==> src/rtl/ram_arbiter.sv <==
// ram_arbiter: shares one RAM burst port between two masters.
//   Master 0 is the instruction cache; master 1 is the data cache.
//   Only one read or write burst is in flight at a time. The granted
//   master's channels are routed to the RAM, and the other master sees
//   all-zero responses.
//
// Ports:
//   clk, rst_n           clock; asynchronous active-low reset
//   m{0,1}_aw*/w*        master write address and write data channels
//   m{0,1}_ar*/r*        master read address and read data channels
//   ram_*                RAM-side copies of the granted master's channels
//   grant                one-hot owner (2'b00 when idle)
//   busy                 high whenever a burst owns the port
//   timeout              one-cycle pulse when an address phase is aborted
//
// Build option:
//   RAM_ARB_RR_EN  Round-robin arbitration between the two masters.
//                  When this macro is undefined, master 1 has fixed priority.
//
// Widths come from AWIDTH/LWIDTH/DWIDTH. These are normally set in
// param_ram.vh and fall back to the defaults below.
`ifndef AWIDTH
`define AWIDTH 32
`endif
`ifndef LWIDTH
`define LWIDTH 8
`endif
`ifndef DWIDTH
`define DWIDTH 32
`endif

module ram_arbiter #(
  parameter int NUM_MASTERS = 2,
  parameter int TIMEOUT_CYC = 256
) (
  input  logic               clk,
  input  logic               rst_n,
  input  logic [`AWIDTH-1:0] m0_awaddr,
  input  logic [`LWIDTH-1:0] m0_awlen,
  input  logic               m0_awvalid,
  output logic               m0_awready,
  input  logic [`DWIDTH-1:0] m0_wdata,
  output logic               m0_wvalid,
  input  logic               m0_wready,
  output logic               m0_wlast,
  input  logic [`AWIDTH-1:0] m0_araddr,
  input  logic [`LWIDTH-1:0] m0_arlen,
  input  logic               m0_arvalid,
  output logic               m0_arready,
  output logic [`DWIDTH-1:0] m0_rdata,
  output logic               m0_rvalid,
  input  logic               m0_rready,
  output logic               m0_rlast,
  input  logic [`AWIDTH-1:0] m1_awaddr,
  input  logic [`LWIDTH-1:0] m1_awlen,
  input  logic               m1_awvalid,
  output logic               m1_awready,
  input  logic [`DWIDTH-1:0] m1_wdata,
  output logic               m1_wvalid,
  input  logic               m1_wready,
  output logic               m1_wlast,
  input  logic [`AWIDTH-1:0] m1_araddr,
  input  logic [`LWIDTH-1:0] m1_arlen,
  input  logic               m1_arvalid,
  output logic               m1_arready,
  output logic [`DWIDTH-1:0] m1_rdata,
  output logic               m1_rvalid,
  input  logic               m1_rready,
  output logic               m1_rlast,
  output logic [`AWIDTH-1:0] ram_awaddr,
  output logic [`LWIDTH-1:0] ram_awlen,
  output logic               ram_awvalid,
  input  logic               ram_awready,
  output logic [`DWIDTH-1:0] ram_wdata,
  input  logic               ram_wvalid,
  output logic               ram_wready,
  input  logic               ram_wlast,
  output logic [`AWIDTH-1:0] ram_araddr,
  output logic [`LWIDTH-1:0] ram_arlen,
  output logic               ram_arvalid,
  input  logic               ram_arready,
  input  logic [`DWIDTH-1:0] ram_rdata,
  input  logic               ram_rvalid,
  output logic               ram_rready,
  input  logic               ram_rlast,
  output logic [1:0]         grant,
  output logic               busy,
  output logic               timeout
);

  typedef enum logic [2:0] {IDLE, RD_ADDR, RD_DATA, WR_ADDR, WR_DATA} state_t;

  localparam int CW = $clog2(TIMEOUT_CYC) + 1;
  localparam logic [CW-1:0] TLIM = CW'(TIMEOUT_CYC - 1);

  state_t                 state;
  logic [NUM_MASTERS-1:0] grant_r;
  logic [CW-1:0]          tcnt;

  logic rd_addr, rd_data, wr_addr, wr_data, g1;
  assign rd_addr = (state == RD_ADDR);
  assign rd_data = (state == RD_DATA);
  assign wr_addr = (state == WR_ADDR);
  assign wr_data = (state == WR_DATA);
  assign g1      = grant_r[1];
  assign grant   = grant_r;
  assign busy    = (state != IDLE);

  // Granted master's request signals. These are used both for routing and
  // for detecting that the master dropped its request.
  logic sel_arvalid, sel_awvalid;
  assign sel_arvalid = g1 ? m1_arvalid : m0_arvalid;
  assign sel_awvalid = g1 ? m1_awvalid : m0_awvalid;

  // RAM side: mux of the granted master. Each channel is live only in its phase.
  assign ram_arvalid = rd_addr & sel_arvalid;
  assign ram_araddr  = rd_addr ? (g1 ? m1_araddr : m0_araddr) : '0;
  assign ram_arlen   = rd_addr ? (g1 ? m1_arlen  : m0_arlen)  : '0;
  assign ram_awvalid = wr_addr & sel_awvalid;
  assign ram_awaddr  = wr_addr ? (g1 ? m1_awaddr : m0_awaddr) : '0;
  assign ram_awlen   = wr_addr ? (g1 ? m1_awlen  : m0_awlen)  : '0;
  assign ram_wdata   = wr_data ? (g1 ? m1_wdata  : m0_wdata)  : '0;
  assign ram_wready  = wr_data & (g1 ? m1_wready : m0_wready);
  assign ram_rready  = rd_data & (g1 ? m1_rready : m0_rready);

  // Master side: RAM responses reach only the owner. Everything else is zero.
  assign m0_arready = rd_addr & grant_r[0] & ram_arready;
  assign m1_arready = rd_addr & grant_r[1] & ram_arready;
  assign m0_awready = wr_addr & grant_r[0] & ram_awready;
  assign m1_awready = wr_addr & grant_r[1] & ram_awready;
  assign m0_wvalid  = wr_data & grant_r[0] & ram_wvalid;
  assign m1_wvalid  = wr_data & grant_r[1] & ram_wvalid;
  assign m0_wlast   = wr_data & grant_r[0] & ram_wlast;
  assign m1_wlast   = wr_data & grant_r[1] & ram_wlast;
  assign m0_rvalid  = rd_data & grant_r[0] & ram_rvalid;
  assign m1_rvalid  = rd_data & grant_r[1] & ram_rvalid;
  assign m0_rlast   = rd_data & grant_r[0] & ram_rlast;
  assign m1_rlast   = rd_data & grant_r[1] & ram_rlast;
  assign m0_rdata   = (rd_data & grant_r[0]) ? ram_rdata : '0;
  assign m1_rdata   = (rd_data & grant_r[1]) ? ram_rdata : '0;

  logic req0, req1, win1, win_aw;
  assign req0 = m0_arvalid | m0_awvalid;
  assign req1 = m1_arvalid | m1_awvalid;

`ifdef RAM_ARB_RR_EN
  // last1 records whether master 1 won the previous arbitration. It resets
  // to 0, so master 1 is preferred first. Grants then alternate under
  // sustained contention.
  logic last1;
  assign win1 = req1 & (~req0 | ~last1);
`else
  assign win1 = req1;
`endif
  // A pending write from the winner goes first, so a writeback precedes its refill.
  assign win_aw = win1 ? m1_awvalid : m0_awvalid;

  always_ff @(posedge clk or negedge rst_n) begin
    if (!rst_n) begin
      state   <= IDLE;
      grant_r <= '0;
      tcnt    <= '0;
      timeout <= 1'b0;
`ifdef RAM_ARB_RR_EN
      last1   <= 1'b0;
`endif
    end else begin
      timeout <= 1'b0;
      case (state)
        IDLE: begin
          if (req0 | req1) begin
            grant_r <= win1 ? 2'b10 : 2'b01;
            state   <= win_aw ? WR_ADDR : RD_ADDR;
            tcnt    <= '0;
`ifdef RAM_ARB_RR_EN
            last1   <= win1;
`endif
          end
        end
        RD_ADDR, WR_ADDR: begin
          if (rd_addr ? (ram_arvalid & ram_arready) : (ram_awvalid & ram_awready)) begin
            state <= rd_addr ? RD_DATA : WR_DATA;
            tcnt  <= '0;
          end else if (!(rd_addr ? sel_arvalid : sel_awvalid)) begin
            // The master withdrew its request. Release without any transfer.
            state   <= IDLE;
            grant_r <= '0;
            tcnt    <= '0;
          end else if (tcnt == TLIM) begin
            state   <= IDLE;
            grant_r <= '0;
            tcnt    <= '0;
            timeout <= 1'b1;
          end else begin
            tcnt <= tcnt + 1'b1;
          end
        end
        RD_DATA: begin
          if (ram_rvalid & ram_rready & ram_rlast) begin
            state   <= IDLE;
            grant_r <= '0;
          end
        end
        WR_DATA: begin
          if (ram_wvalid & ram_wready & ram_wlast) begin
            state   <= IDLE;
            grant_r <= '0;
          end
        end
        default: begin
          state   <= IDLE;
          grant_r <= '0;
          tcnt    <= '0;
        end
      endcase
    end
  end

endmodule

==> config.mk <==
export PLATFORM = sky130hd
export DESIGN_NAME = ram_arbiter
export DESIGN_NICKNAME = d
export VERILOG_FILES = /design/src/rtl/ram_arbiter.sv
export SDC_FILE = /design/constraint.sdc
export NUM_CORES = 1
export LEC_CHECK = 0
export ABC_AREA = 1
export BUFFER_PORTS_ARGS = -buffer_cell sky130_fd_sc_hd__buf_2
export CORE_AREA = 2 2 183 185
export DETAILED_ROUTE_END_ITERATION = 6
export DIE_AREA = 0 0 185 187
export HOLD_SLACK_MARGIN = 0.06
export PLACE_DENSITY = 0.45
export SYNTH_ARGS = -nofsm -noshare
export SYNTH_HDL_FRONTEND = slang
export SYNTH_SLANG_ARGS = --single-unit
==> constraint.sdc <==
create_clock -name clk -period 3.4 [get_ports clk]
set_input_delay 0.17 -clock clk [delete_from_list [all_inputs] [get_ports clk]]
set_output_delay 0.17 -clock clk [all_outputs]
set_load 0.01 [all_outputs]
==> Yosys cells after proc, flatten, opt, wreduce, memory -nomap -nowiden <==
Index checks and enable logic that the tools add are counted.
{ "classes": {"addsub": 1, "multipliers": 0, "n_div": 0, "order_cmp": 0, "eq_ne": 11, "shift": 0, "muxes": 45, "bitwise": 34, "n_reduce_logical": 7} }
{ "op_table": {"columns": ["cell", "count"], "rows": [
  ["$mux W32", 8],
  ["$mux W9", 4],
  ["$mux W8", 4],
  ["$and A1 B1 Y1", 30],
  ["$pmux W9 S3", 1],
  ["$mux W3", 7],
  ["$mux W2", 8],
  ["$pmux W3 S4", 1],
  ["$mux W1", 11],
  ["$add A9 B1 Y9 const B", 1],
  ["$eq A9 B8 Y1 const B", 1],
  ["$pmux W2 S4", 1],
  ["$eq A3 B2 Y1 const B", 2],
  ["$reduce_and A5 Y1", 1],
  ["$ne A2 B1 Y1 const B", 2],
  ["$ne A2 B2 Y1 const B", 2],
  ["$ne A4 B4 Y1 const B", 1],
  ["$reduce_and A4 Y1", 1],
  ["$reduce_or A2 Y1", 2],
  ["$eq A3 B1 Y1 const B", 1],
  ["$eq A3 B3 Y1 const B", 1],
  ["$logic_not A3 Y1", 1],
  ["$ne A3 B3 Y1 const B", 1],
  ["$or A1 B1 Y1", 3],
  ["3 further kinds", 3]
]} }
{ "totals": {"reg_bits": 15, "latchBits": 0, "ramBits": 0, "rom_bits": 0, "inputBits": 272, "output_inout_bits": 196, "wordCells": 102, "memories": 0} }

==> Logic depth before layout (Yosys ltp) <==
{ "logic_depth": {"ltp_word": 6, "depth_mapped": 11, "ltp_nobuf": 11} }

==> Worst setup path before layout <==
No wires, ideal clock.
{ "synth_path": {"path_type": "flip-flop to output port", "from": "register grant_r[1], in the netlist grant[1]", "to": "output ram_arlen[2]", "t_arrival_ps": 1407, "slack_ps": 1823, "stages_incl_launch_ff": 7, "path_buffers": 3, "path_cell_list": "dfrtp_1 > inv_1 > buf_2 > buf_2 > buf_1 > nand2_1 > a21oi_1"} }
{ "synth_between": {"elab_chain_len": 2} }
{ "synth_rtl": {"columns": ["item", "line_no", "rtl"], "rows": [
  ["start: declaration", "97", "logic [NUM_MASTERS-1:0] grant_r;"],
  ["start signal: assignment", "172", "grant_r <= win1 ? 2'b10 : 2'b01;"],
  ["$mux W8 (2 in a row)", "118", "assign ram_arlen = rd_addr ? (g1 ? m1_arlen : m0_arlen) : '0;"],
  ["end: declaration", "79", "output logic [`LWIDTH-1:0] ram_arlen,"]
]} }
Every way passes these cells.

==> Final worst setup path <==
{ "layout_path": {"from": "register grant_r[1], in the netlist grant[1]", "to": "output ram_araddr[14]"} }
{ "layout_between": {"elab_chain_len": 2} }
{ "layout_rtl": {"columns": ["item", "line_no", "rtl"], "rows": [
  ["$mux W32 (2 in a row)", "117", "assign ram_araddr = rd_addr ? (g1 ? m1_araddr : m0_araddr) : '0;"],
  ["end: declaration", "78", "output logic [`AWIDTH-1:0] ram_araddr,"]
]} }
Every way passes these cells.

==> flow_summary.toml <==
[run_status]
status = "finished clean"

[clocking]
cts-root-buf = "clkbuf_16"
cts_resized = 0
cts_tree = "done"
clk_path_buf_depth = 2
cts_num_sinks = 15
path_clk_slew_ns = 0.05
cts_setup_buffers = 0
htree_num_levels = 1
ctsHoldBuffers = 1
clock_latency_ns = 0.24
cts_buffers = 3

[logic_synthesis]
synth_cell_type_count = 28
synth_fp_nets = 1008
async_flop_share = 1.00
synth.most_common_cell = "nand2_1"
synth_top_area_frac = 0.410
synth_top_area_cell = "nand2_1"
synth.avg_cell_area_um2 = 4.56
synth-seq-cells = 15
yosysWarnings = 0
netlist_top_cells_area = "nand2_1 (41%), a21oi_1 (11%), dfrtp_1 (11%)"
syn_area_um2 = 3350
seq_area_frac_synth = 0.112
synth-edff-count = 0
yosys-top-cells-count = "nand2_1 (366), inv_1 (92), nor2_1 (86), a21oi_1 (75), buf_2 (19)"
synth_cells = 735
synthFlopType = "dfrtp_1"

[sta]
slew_viol_final = 0
max_freq_ghz = 0.390
skew_ns = 0.00482
rsz0062_at_grt = "no"
hold_viol = 0
finalSetupViolations = 0
min_period_ns = 2.56
slew_headroom = 0.374
whs_ns = 0.248
setup_tns_ns = 0
fin_crit_sh = 0.753
tightest_slew_ns = 0.937

[grt]
track_usage = 0.103
grt_max_degree = 79
antenna_found_initial = 1
grt_pass1_vias = 5403
grt_pass1_wl_um = 28200
overflow = 0

[finish]
syn2layout_area_growth_pct = 86.5
antenna_cells = 0
nNetsFinal = 1448
fill_cells = 3912
ff_latch_area_um2 = 379
final_layout_size_suffix_gt1_frac = 0.426
fin_cells = 1622
multi_input_area_um2 = 2430

[drt]
postRouteAntennaNets = 0
wl_per_cell_um = 12.3
drtIter0Drc = 338
vias_per_cell = 3.69
routed_wl_um = 20000
vias = 5989
firstDrtPassIters = 5
drcViolationCount = 0

[worst_hold_path]
hold_start = "ram_awready"
holdPathStages = 3
min_path_type = "primary input to register"
whs_endpoint = "state[2]"

[placed_design]
portBuffers = 467
gp_congestion = 0.861
post-dp-hpwl_um = 16800
dp_cells = 1617

[critical_path]
critical_path.max_fanout = 78
path_class = "register to primary output"
cp-start-kind = "register"
rr_endpoint = "grant[1]"
worstPathArrival_ns = 2.39
required_ns = 3.23
ff2ff_path_depth = 9
cp-end-kind = "primary output"
cp-startpoint = "grant[1]"
reg2reg_from = "grant[1]"
reg2reg_setup_slack_ns = 1.26

[die]
initial_core_util = 0.102
die_h_um = 187
row_count = 67
core_area_um2 = 32900
fp.dieArea_um2 = 34600
io_pins = 468
die_w_um = 185

[power_and_ir_drop]
total_power_mw = 3.09
worst_ir_drop_vdd_v = 0.000178
p_leak_nw = 4.35
power_density_nw_per_um2 = 495

[run]
drv_cap = 0
routing by layer:
layer / wire, um / part of all wire / up-vias / global-route usage
met5: 13 / 0.00065 / - / 0
met4: 264 / 0.013 / 2 / 0.0153
met3: 1730 / 0.087 / 16 / 0.0132
met2: 9980 / 0.50 / 326 / 0.198
met1: 7990 / 0.40 / 2576 / 0.121
li1: - / - / 3069 / -
sequential cells by signal, indices dropped and copies added (netlist names):
signal   flops
tcnt         9
state        3
grant        2
timeout      1
kinds of logic after synthesis:
kind of cell    synth area share
compound gates             0.125
flops                      0.112
fa+ha+maj                0.00373
buf+inv                    0.164
xor+xnor                  0.0105
simple gates               0.584
worst max-delay path by stage:
stage	endpoint	slack (ns)	depth (start not counted)
after floorplan	ram_arlen[2]	1.82	6
after global placement	ram_wdata[23]	1.07	4
after detailed placement	ram_araddr[11]	1.12	6
after CTS	ram_araddr[11]	0.86	6
after global routing	ram_araddr[14]	0.67	4
final	ram_araddr[14]	0.84	4
critical path, stage by stage, from the launching register on:
cell	delay [ns]
dfrtp_4	0.71
buf_4	0.66
nand2_1	0.10
a21oi_1	0.33
buf_2	0.20
cell type report:
cell class	count	share of cell area
multi-input combinational	580	0.388
inverter	96	0.0579
tap	448	0.0897
timing repair buffer	479	0.391
sequential	15	0.0607
clock buffer	4	0.0126
through the flow:
| step | instance area, um^2 | utilization | setup slack, ns |
|---|---|---|---|
| CTS | 6250 | 0.190 | 0.856 |
| finish | 6250 | 0.190 | 0.839 |
| detailed placement | 6160 | 0.187 | 1.12 |
| floorplan | 3350 | - | 1.82 |
| global placement | 6160 | 0.187 | 1.07 |
| global route | 6250 | 0.190 | 0.673 |
report_power, final:
group	total (mW)	switching, mW	internal, mW
clock	0.230	0.0713	0.159
sequential	0.342	0.126	0.216
combinational	2.52	1.67	0.849
placed cells by master (no fill, tap or decap):
| cell type | instances |
|---|---|
| xnor2_1 | 1 |
| buf_12 | 1 |
| nor2_4 | 3 |
| clkbuf_16 | 3 |
| inv_2 | 4 |
| a21oi_1 | 75 |
| ha_1 | 1 |
| nor2_1 | 86 |
| nand2_4 | 2 |
| nand2_2 | 4 |
| dfrtp_4 | 1 |
| nor4_1 | 1 |
| dlygate4sd3_1 | 1 |
| o21bai_1 | 2 |
| nand3_1 | 15 |
| nor3_1 | 8 |
| nor3_2 | 1 |
| or2_2 | 1 |
| dfrtp_1 | 14 |
| clkinv_2 | 1 |
| nand3b_1 | 1 |
| o21ai_1 | 3 |
| clkbuf_1 | 1 |
| xor2_1 | 3 |
| nand3_2 | 1 |
| buf_4 | 10 |
| o21a_1 | 1 |
| nand2_1 | 366 |
| nor2_2 | 1 |
| inv_1 | 91 |
| buf_2 | 467 |
| o31ai_1 | 1 |
| nand4_1 | 3 |
(Power assumes the default switching activity.)
